### src/rtl/key_debounce_pkg.sv
// Shared types and constants for the push-button debounce block.
// The channel FSM states and the default qualification time at 50 MHz.
package key_debounce_pkg;

  typedef enum logic [1:0] {
    RELEASED     = 2'd0,
    WAIT_PRESS   = 2'd1,
    PRESSED      = 2'd2,
    WAIT_RELEASE = 2'd3
  } deb_state_e;

  // 10 ms at 50 MHz
  localparam int unsigned DEBOUNCE_CYCLES_50MHZ = 500000;

endpackage

### src/rtl/debounce_channel.sv
// One push-button channel: 2-flop synchronizer, counter-qualified debounce FSM,
// registered press pulse and a software-clearable sticky press flag.
//
// state        | meaning
// RELEASED     | key idle, pressed = 0
// WAIT_PRESS   | key seen down, counting stable-down cycles
// PRESSED      | press accepted, pressed = 1
// WAIT_RELEASE | key seen up, counting stable-up cycles, pressed still 1
module debounce_channel
  import key_debounce_pkg::*;
#(
  parameter int unsigned DEBOUNCE_CYCLES = DEBOUNCE_CYCLES_50MHZ,
  parameter int unsigned CNT_W           = $clog2(DEBOUNCE_CYCLES + 1)
) (
  input  logic Clk,
  input  logic Reset_n,
  input  logic key_n,
  input  logic evt_clr,
  output logic pressed,
  output logic press_pulse,
  output logic press_evt
);

  localparam logic [CNT_W-1:0] CNT_TC  = CNT_W'(DEBOUNCE_CYCLES - 1);
  localparam logic [CNT_W-1:0] CNT_ONE = CNT_W'(1);

  logic [1:0]       sync_q, sync_d;
  deb_state_e       state_q, state_d;
  logic [CNT_W-1:0] cnt_q, cnt_d;
  logic             pulse_q, pulse_d;
  logic             evt_q, evt_d;
  logic             s;

  // Only the second flop feeds logic; the first is purely for metastability.
  assign sync_d = {sync_q[0], key_n};
  assign s      = ~sync_q[1];

  always_ff @(posedge Clk) begin
    if (!Reset_n) begin
      sync_q  <= 2'b11;
      state_q <= RELEASED;
      cnt_q   <= '0;
      pulse_q <= 1'b0;
      evt_q   <= 1'b0;
    end else begin
      sync_q  <= sync_d;
      state_q <= state_d;
      cnt_q   <= cnt_d;
      pulse_q <= pulse_d;
      evt_q   <= evt_d;
    end
  end

  // Terminal-count compare keeps the counter from ever passing CNT_TC.
  always_comb begin
    state_d = state_q;
    cnt_d   = cnt_q;
    unique case (state_q)
      RELEASED: begin
        if (s) begin
          state_d = WAIT_PRESS;
          cnt_d   = CNT_ONE;
        end
      end
      WAIT_PRESS: begin
        if (!s) begin
          state_d = RELEASED;
          cnt_d   = '0;
        end else if (cnt_q == CNT_TC) begin
          state_d = PRESSED;
          cnt_d   = '0;
        end else begin
          cnt_d = cnt_q + CNT_ONE;
        end
      end
      PRESSED: begin
        if (!s) begin
          state_d = WAIT_RELEASE;
          cnt_d   = CNT_ONE;
        end
      end
      WAIT_RELEASE: begin
        if (s) begin
          state_d = PRESSED;
          cnt_d   = '0;
        end else if (cnt_q == CNT_TC) begin
          state_d = RELEASED;
          cnt_d   = '0;
        end else begin
          cnt_d = cnt_q + CNT_ONE;
        end
      end
      default: begin
        state_d = RELEASED;
        cnt_d   = '0;
      end
    endcase
  end

  // A pulse landing together with a clear keeps the flag set.
  always_comb begin
    pulse_d = (state_q == WAIT_PRESS) && s && (cnt_q == CNT_TC);
    evt_d   = (evt_q & ~evt_clr) | pulse_q;
    pressed = (state_q == PRESSED) || (state_q == WAIT_RELEASE);
  end

  assign press_pulse = pulse_q;
  assign press_evt   = evt_q;

endmodule

### src/rtl/key_debounce.sv
// Debounce front end for the active-low board push-buttons feeding the
// push-button / event PIO; one independent channel per key.
module key_debounce
  import key_debounce_pkg::*;
#(
  parameter int unsigned NUM_KEYS        = 2,
  parameter int unsigned DEBOUNCE_CYCLES = DEBOUNCE_CYCLES_50MHZ
) (
  input  logic                Clk,
  input  logic                Reset_n,
  input  logic [NUM_KEYS-1:0] key_n,
  input  logic [NUM_KEYS-1:0] evt_clr,
  output logic [NUM_KEYS-1:0] pressed,
  output logic [NUM_KEYS-1:0] press_pulse,
  output logic [NUM_KEYS-1:0] press_evt
);

  localparam int unsigned CNT_W = $clog2(DEBOUNCE_CYCLES + 1);

  for (genvar g = 0; g < NUM_KEYS; g++) begin : g_ch
    debounce_channel #(
      .DEBOUNCE_CYCLES (DEBOUNCE_CYCLES),
      .CNT_W           (CNT_W)
    ) u_ch (
      .Clk         (Clk),
      .Reset_n     (Reset_n),
      .key_n       (key_n[g]),
      .evt_clr     (evt_clr[g]),
      .pressed     (pressed[g]),
      .press_pulse (press_pulse[g]),
      .press_evt   (press_evt[g])
    );
  end

endmodule

### config.mk
export PLATFORM = sky130hd
export DESIGN_NAME = key_debounce
export DESIGN_NICKNAME = d
export VERILOG_FILES = /design/src/rtl/key_debounce_pkg.sv /design/src/rtl/debounce_channel.sv /design/src/rtl/key_debounce.sv
export SDC_FILE = /design/constraint.sdc
export NUM_CORES = 1
export LEC_CHECK = 0
export ABC_CLOCK_PERIOD_IN_PS = 3000
export CORE_MARGIN = 5
export CORE_UTILIZATION = 30
export CTS_BUF_LIST = sky130_fd_sc_hd__clkbuf_8
export CTS_CLUSTER_DIAMETER = 150
export CTS_CLUSTER_SIZE = 20
export DETAILED_ROUTE_END_ITERATION = 12
export HOLD_SLACK_MARGIN = 0.05
export SETUP_SLACK_MARGIN = 0.5
export SYNTH_ARGS = -nofsm -noshare
export SYNTH_HDL_FRONTEND = slang
export SYNTH_SLANG_ARGS = --single-unit
### constraint.sdc
create_clock -name Clk -period 3 [get_ports Clk]
set_clock_uncertainty 0.05 [all_clocks]
set_input_delay 0.6 -clock Clk [delete_from_list [all_inputs] [get_ports Clk]]
set_output_delay 0.6 -clock Clk [all_outputs]
set_load 0.05 [all_outputs]
==> impl_metrics.py, run 1 <==
metrics = {
    "final_layout": {
        "finalNonFillerCells": 420,
        "drive_above_1_share_pct": 9.21,
        "final_cell_mix": "50 x dfxtp_1, 42 x nand2_1, 21 x a21oi_1, 19 x nand3_1, 17 x nor2_1",
        "syn2layout_area_growth_pct": 9.61,
        "nets": 322,
        "n_antenna_cell": 0,
        "layout_commonest_cell": "dfxtp_1",
    },
    "global_routing": {
        "grt_pass1_vias": 1973,
        "antenna_found_initial": 0,
        "grt_usage_pct": 10.6,
        "grt_pass1_wl_microns": 9180,
        "grt_max_degree": 19,
        "overflow": 0,
    },
    "cts": {
        "cts_tree": "done",
        "cts_sinks": 50,
        "cts_resized": 0,
        "postCtsSetupRepairBufs": 0,
        "insertion_delay_ns": 0.31,
        "cts_made_buffers": 5,
        "cts_buffer_depth": 2,
        "clk_pin_slew_worst_paths_ns": 0.10,
        "cts_hold_buf": 0,
        "cts-root-buf": "clkbuf_8",
        "htreeDepth": 2,
    },
    "synth": {
        "syn-cell-area_sq_um": 2580,
        "synth_nets": 320,
        "synth_top_family_by_area": "simple AND/OR/NAND/NOR gates",
        "synth.distinct_cells": 56,
        "syn_avg_cell_area_sq_um": 8.27,
        "synth_compound_area_share_pct": 18.4,
        "ys.flop_type": "dfxtp_1",
        "synthCells": 312,
        "synth.area.mux_share_pct": 1.16,
        "synth-xor-area-share_pct": 2.04,
        "ys_ff_latch": 50,
        "yosysTopAreaCellShare_pct": 38.8,
        "synth_edf_count": 0,
        "synth-simple-area-share_pct": 31.4,
        "ys_async_sr_fraction_pct": 0,
        "yosysTopAreaCell": "dfxtp_1",
        "yosys.area_share.adder_pct": 0.970,
        "synth_area_leaders": "dfxtp_1 39%, nand2_1 6.1%, a21oi_1 4.1%, nand3_1 3.7%, a31oi_1 3.6%",
        "ys.warnings.count": 0,
        "seq_area_frac_synth_pct": 38.8,
    },
    "worst_setup_path": {
        "cpLargestDelayFamily": "buffers and inverters",
        "worstSetupEndpointType": "output port",
        "slowest_stage": "clkdlybuf4s50_1",
        "path_buf_inv": 1,
        "reg2reg_to": "g_ch[0].u_ch.cnt_q[18]",
        "r2r_setup_slack_ns": 0.82,
        "crit_arrival_ns": 1.61,
        "max_stage_delay_ns": 0.85,
        "startpoint_type": "register",
        "crit_path_max_fanout": 5,
        "crit_type": "reg -> out",
        "critPathRequiredTime_ns": 2.35,
        "path_cells": "clkdlybuf4s50_1",
        "r2r-start": "g_ch[0].u_ch.cnt_q[0]",
        "reg2regPathDepth": 6,
    },
    "timing": {
        "setup_viol": 0,
        "fin_crit_sh_pct": 75.4,
        "max-slew-margin-rel_pct": 63.3,
        "rsz0062_at_grt": "no",
        "drv_slew": 0,
        "worstMarginPinSlew_ns": 0.546,
        "timing.setup.tns_ns": 0,
        "fin_crit_ns": 2.26,
        "max_freq_mhz": 442,
        "hold_viol_final": 0,
    },
    "detailed_routing": {
        "routedWlPerCell_microns": 12.4,
        "post-route-drc-count": 0,
        "drtAntennaViolNets": 0,
        "drtIter0Drc": 95,
        "via_per_inst": 5.23,
        "vias": 2197,
        "wirelength_microns": 5220,
        "firstDrtPassIters": 5,
    },
    "die": {
        "io_pins": 12,
        "rows": 33,
        "die_w_microns": 103,
        "core_sq_um": 8300,
        "dieArea_sq_um": 10600,
        "start_util_pct": 31.1,
        "fp.dieH_microns": 103,
    },
    "hold_path": {
        "hold-path-cell-count": 1,
        "hold_path.class": "reg -> reg",
        "min_to": "g_ch[1].u_ch.sync_q[1]",
        "min_from": "g_ch[1].u_ch.sync_q[0]",
    },
    "placed_design": {
        "gp_congestion": 0.786,
        "dp_hpwl_microns": 3760,
        "portBuffers": 11,
        "dpl.cell_count": 412,
    },
    "pwr": {
        "p_leak_uw": 0.000906,
        "power_frac_seq_pct": 58.8,
        "pwr-share-comb_pct": 4.0,
        "peakVddDrop_v": 0.000181,
        "power_uw": 1140,
        "clockPowerShare_pct": 37.2,
        "power.internal_uw": 863,
        "power_density_nw_per_um2": 405,
        "switching_share_pct": 24.6,
        "switchingPower_uw": 282,
    },
    "run_status": {
        "status": "complete, no violations",
    },
    "run": {
        "drv_cap": 0,
    },
}
[cell type report]
class | count | area [sq um]
clock buffers | 5 | 68.8
clock inverters | 3 | 28.8
fillers | 863 | 5470
inverters | 11 | 41.3
multi-input cells | 228 | 1390
flip-flops and latches | 50 | 1000
well taps | 105 | 131
repair buffers | 18 | 163
[state kept, by name, summed over array words and instances, names as in the netlist, named ones only]
register,flops
g_ch.u_ch.press_evt,2
g_ch.u_ch.press_pulse,2
g_ch.u_ch.state_q,2
g_ch.u_ch.cnt_q,38
g_ch.u_ch.sync_q,4
[synth_stat cells (all sizes together) (2+ instances only)]
cell / instances
o211ai: 2
nor2: 17
and2: 3
nand4b: 3
a31oi: 15
nor4b: 2
a211oi: 2
xnor2: 5
nand2: 42
o311ai: 3
o211a: 2
o21ai: 16
clkbuf: 9
or3: 7
or4b: 2
ha: 2
o31a: 2
nor4: 7
nor3: 9
dfxtp: 50
and3: 3
a21oi: 22
mux2i: 3
buf: 14
and4: 2
or2: 4
o22ai: 2
nand3: 19
inv: 11
nand4: 9
nand2b: 7
or4: 2
or4bb: 2
a22o: 3
[worst reg2reg max path, cell delays in order (launching register included)]
cell	delay, ns
dfxtp_1	0.42
ha_1	0.26
nand4_1	0.31
nor2_1	0.35
nand4_1	0.22
or4_1	0.43
nand3_1	0.09
[how the worst max path moves through the flow]
| stage | start | end | slack, ns | depth (start not counted) |
|---|---|---|---|---|
| 6_report | register | pressed[0] | 0.74 | 1 |
| 5_1_grt | g_ch[0].u_ch.cnt_q[0] | g_ch[0].u_ch.cnt_q[18] | 0.63 | 6 |
| 4_1_cts | register | pressed[0] | 0.71 | 1 |
| 3_5_place_dp | Reset_n | g_ch[1].u_ch.cnt_q[15] | 0.67 | 5 |
| 3_3_place_gp | Reset_n | g_ch[0].u_ch.cnt_q[18] | 0.68 | 5 |
| 2_1_floorplan | g_ch[1].u_ch.cnt_q[0] | g_ch[1].u_ch.cnt_q[14] | 1.15 | 6 |
[power by group through the flow]
stage	clock, uW	sequential (uW)	combinational [uW]
2_1_floorplan	0	686	28.7
3_3_place_gp	0	689	45.0
3_5_place_dp	0	689	45.9
4_1_cts	441	673	46.1
5_1_grt	468	675	51.6
6_report	426	673	45.7
[kinds of logic (layout without fill, tap and decap cells)]
logic type      Yosys count  in the layout
flops                    50             50
mux                       3              3
buf+inv                  34             37
compound gates           75             75
fa+ha+maj                 2              2
simple gates            142            142
xor+xnor                  6              6
[stage by stage]
step | instance area [sq um] | setup slack [ns] | hold slack, ns | utilization, %
2_1_floorplan | 2580 | 1.15 | 0.336 | -
3_3_place_gp | 2730 | 0.681 | 0.347 | 32.9
3_5_place_dp | 2730 | 0.667 | 0.353 | 32.9
4_1_cts | 2830 | 0.713 | 0.379 | 34.1
5_1_grt | 2830 | 0.630 | 0.411 | 34.1
6_report | 2830 | 0.739 | 0.373 | 34.1
[layer usage]
metal,vias to the layer above,track usage (%),part of all wire [%],wire [microns]
met5,-,0,0,0
met4,0,2.62,0.98,51
met3,6,2.30,3.6,187
met2,27,16.7,47,2440
met1,1020,14.7,49,2540
li1,1144,-,-,-
No activity file was read; power rests on OpenSTA's default activity.
==> run 2, diff against run 1 <==
- ABC_CLOCK_PERIOD_IN_PS: 3000 -> 2000
- clock period: 3 -> 2 ns (I/O delays scaled with it)
==> impl_metrics.py, run 2 (synthesis gave the netlist of run 1 again) <==
metrics = {
    "worst_setup_path": {
        "crit_path_max_fanout": 7,
        "r2r-start": "g_ch[0].u_ch.cnt_q[6]",
        "worstSetupEndpointType": "register",
        "critPathRequiredTime_ns": 2.14,
        "startpoint_type": "register",
        "crit_arrival_ns": 2.01,
        "cp-startpoint": "g_ch[0].u_ch.cnt_q[6]",
        "crit_type": "reg -> reg",
    },
    "placed_design": {
        "place_area_sq_um": 3070,
        "gp_congestion": 0.760,
        "portBuffers": 11,
        "dp_hpwl_microns": 4400,
    },
    "detailed_routing": {
        "post-route-drc-count": 0,
        "via_per_inst": 5.23,
        "vias": 2469,
        "wirelength_microns": 6470,
        "drtIter0Drc": 88,
        "routedWlPerCell_microns": 13.7,
        "drtAntennaViolNets": 0,
        "firstDrtPassIters": 4,
    },
    "final_layout": {
        "n_antenna_cell": 0,
        "nets": 374,
        "largest_reg_flops": 38,
        "syn2layout_area_growth_pct": 38.1,
        "top_regs": "g_ch.u_ch.cnt_q x38, g_ch.u_ch.sync_q x4",
        "drive_above_1_share_pct": 42.5,
        "layout_commonest_cell": "buf_4",
        "final_cell_mix": "47 x buf_4, 41 x nand2_1, 27 x dfxtp_1, 22 x dfxtp_2",
        "final_area_sq_um": 3560,
        "largest-register": "g_ch.u_ch.cnt_q",
    },
    "timing": {
        "setup_viol": 0,
        "max-slew-margin-rel_pct": 63.6,
        "fin_crit_ns": 1.87,
        "hold_ws_ns": 0.369,
        "max_freq_mhz": 534,
        "rsz0062_at_grt": "yes",
        "fin_crit_sh_pct": 93.6,
        "worstMarginPinSlew_ns": 0.545,
        "hold_viol_final": 0,
        "drv_slew": 0,
    },
    "cts": {
        "insertion_delay_ns": 0.31,
        "cts-root-buf": "clkbuf_8",
        "htreeDepth": 2,
        "cts_tree": "done",
        "clk_pin_slew_worst_paths_ns": 0.11,
        "cts_sinks": 50,
        "cts_made_buffers": 5,
        "cts_hold_buf": 0,
        "cts_buffer_depth": 2,
    },
    "pwr": {
        "power_density_nw_per_um2": 485,
        "peakVddDrop_v": 0.000274,
        "p_leak_uw": 0.00124,
        "power_uw": 1730,
    },
    "die": {
        "start_util_pct": 31.1,
        "io_pins": 12,
        "die_w_microns": 103,
        "rows": 33,
        "dieArea_sq_um": 10600,
        "core_sq_um": 8300,
        "fp.dieH_microns": 103,
    },
    "global_routing": {
        "grt_pass1_wl_microns": 10800,
        "antenna_found_initial": 0,
        "grt_pass1_vias": 2327,
        "grt_usage_pct": 12.6,
        "overflow": 0,
        "grt_max_degree": 19,
    },
    "hold_path": {
        "min_from": "g_ch[1].u_ch.sync_q[0]",
        "hold_path.class": "reg -> reg",
    },
    "run_status": {
        "status": "complete, no violations",
    },
    "run": {
        "drv_cap": 0,
    },
}
==> run 2: changes by cell type in the layout (fill, tap and decap cells not counted), moves of 13 or more <==
cell,previous run,this run
dfxtp_1,50,27
dfxtp_2,0,22
a21oi_2,1,15
buf_6,0,13
o21ai_0,14,1
a21oi_1,21,6
buf_4,7,47
==> run 2: worst paths after layout <==
kind | to | slack (ns) | cells past startpoint
hold / removal | g_ch[1].u_ch.sync_q[1] | 0.37 | 1
setup / recovery | g_ch[0].u_ch.cnt_q[6] | 0.13 | 6
setup reg to reg | g_ch[0].u_ch.cnt_q[6] | 0.13 | 6
hold reg to reg | g_ch[1].u_ch.sync_q[1] | 0.37 | 1
==> run 2: timing repair <==
action,4_1_cts,5_1_grt
gates resized for setup,71,26
endpoints found under the setup margin,48,50
gates cloned,2,0
buffers inserted,14,1
pin swaps,23,16
==> run 2: area by class of cell <==
cell class | count | area, sq um
repair buffers | 70 | 589
inverters | 11 | 41.3
flip-flops and latches | 50 | 1030
fillers | 791 | 4740
clock buffers | 5 | 68.8
well taps | 105 | 131
multi-input cells | 228 | 1670
clock inverters | 3 | 28.8
==> run 2: per-layer routing <==
layer	routed length, microns	track usage, %	vias to the layer above
met1	3070	16.5	1184
met4	76	3.13	0
met5	0	0	-
met2	3120	21.3	35
li1	-	-	1241
met3	207	2.71	9
==> run 2: per-stage QoR <==
step,setup TNS [ns],worst slack (ns),instances,utilization [%]
global placement,-0.0290,-0.0118,447,37.0
detailed placement,-0.0820,-0.0251,447,37.0
floorplan,0,0.172,312,-
CTS,0,0.127,471,42.2
global route,0,0.0541,472,42.9
finish,0,0.129,472,42.9
==> run 2: power by group <==
part           leakage, uW  internal [uW]  total [uW]  switching [uW]
sequential        0.000416           1000        1010            6.81
clock            0.0000502            260         628             368
combinational     0.000769           42.0        91.0            49.0
==> run 2: critical path: stages (launching register included) <==
cell and delay (ns):
dfxtp_1 0.33, or4b_4 0.56, nor3_4 0.27, a211o_4 0.20
buf_6 0.13, o21ai_2 0.05, a22o_1 0.18
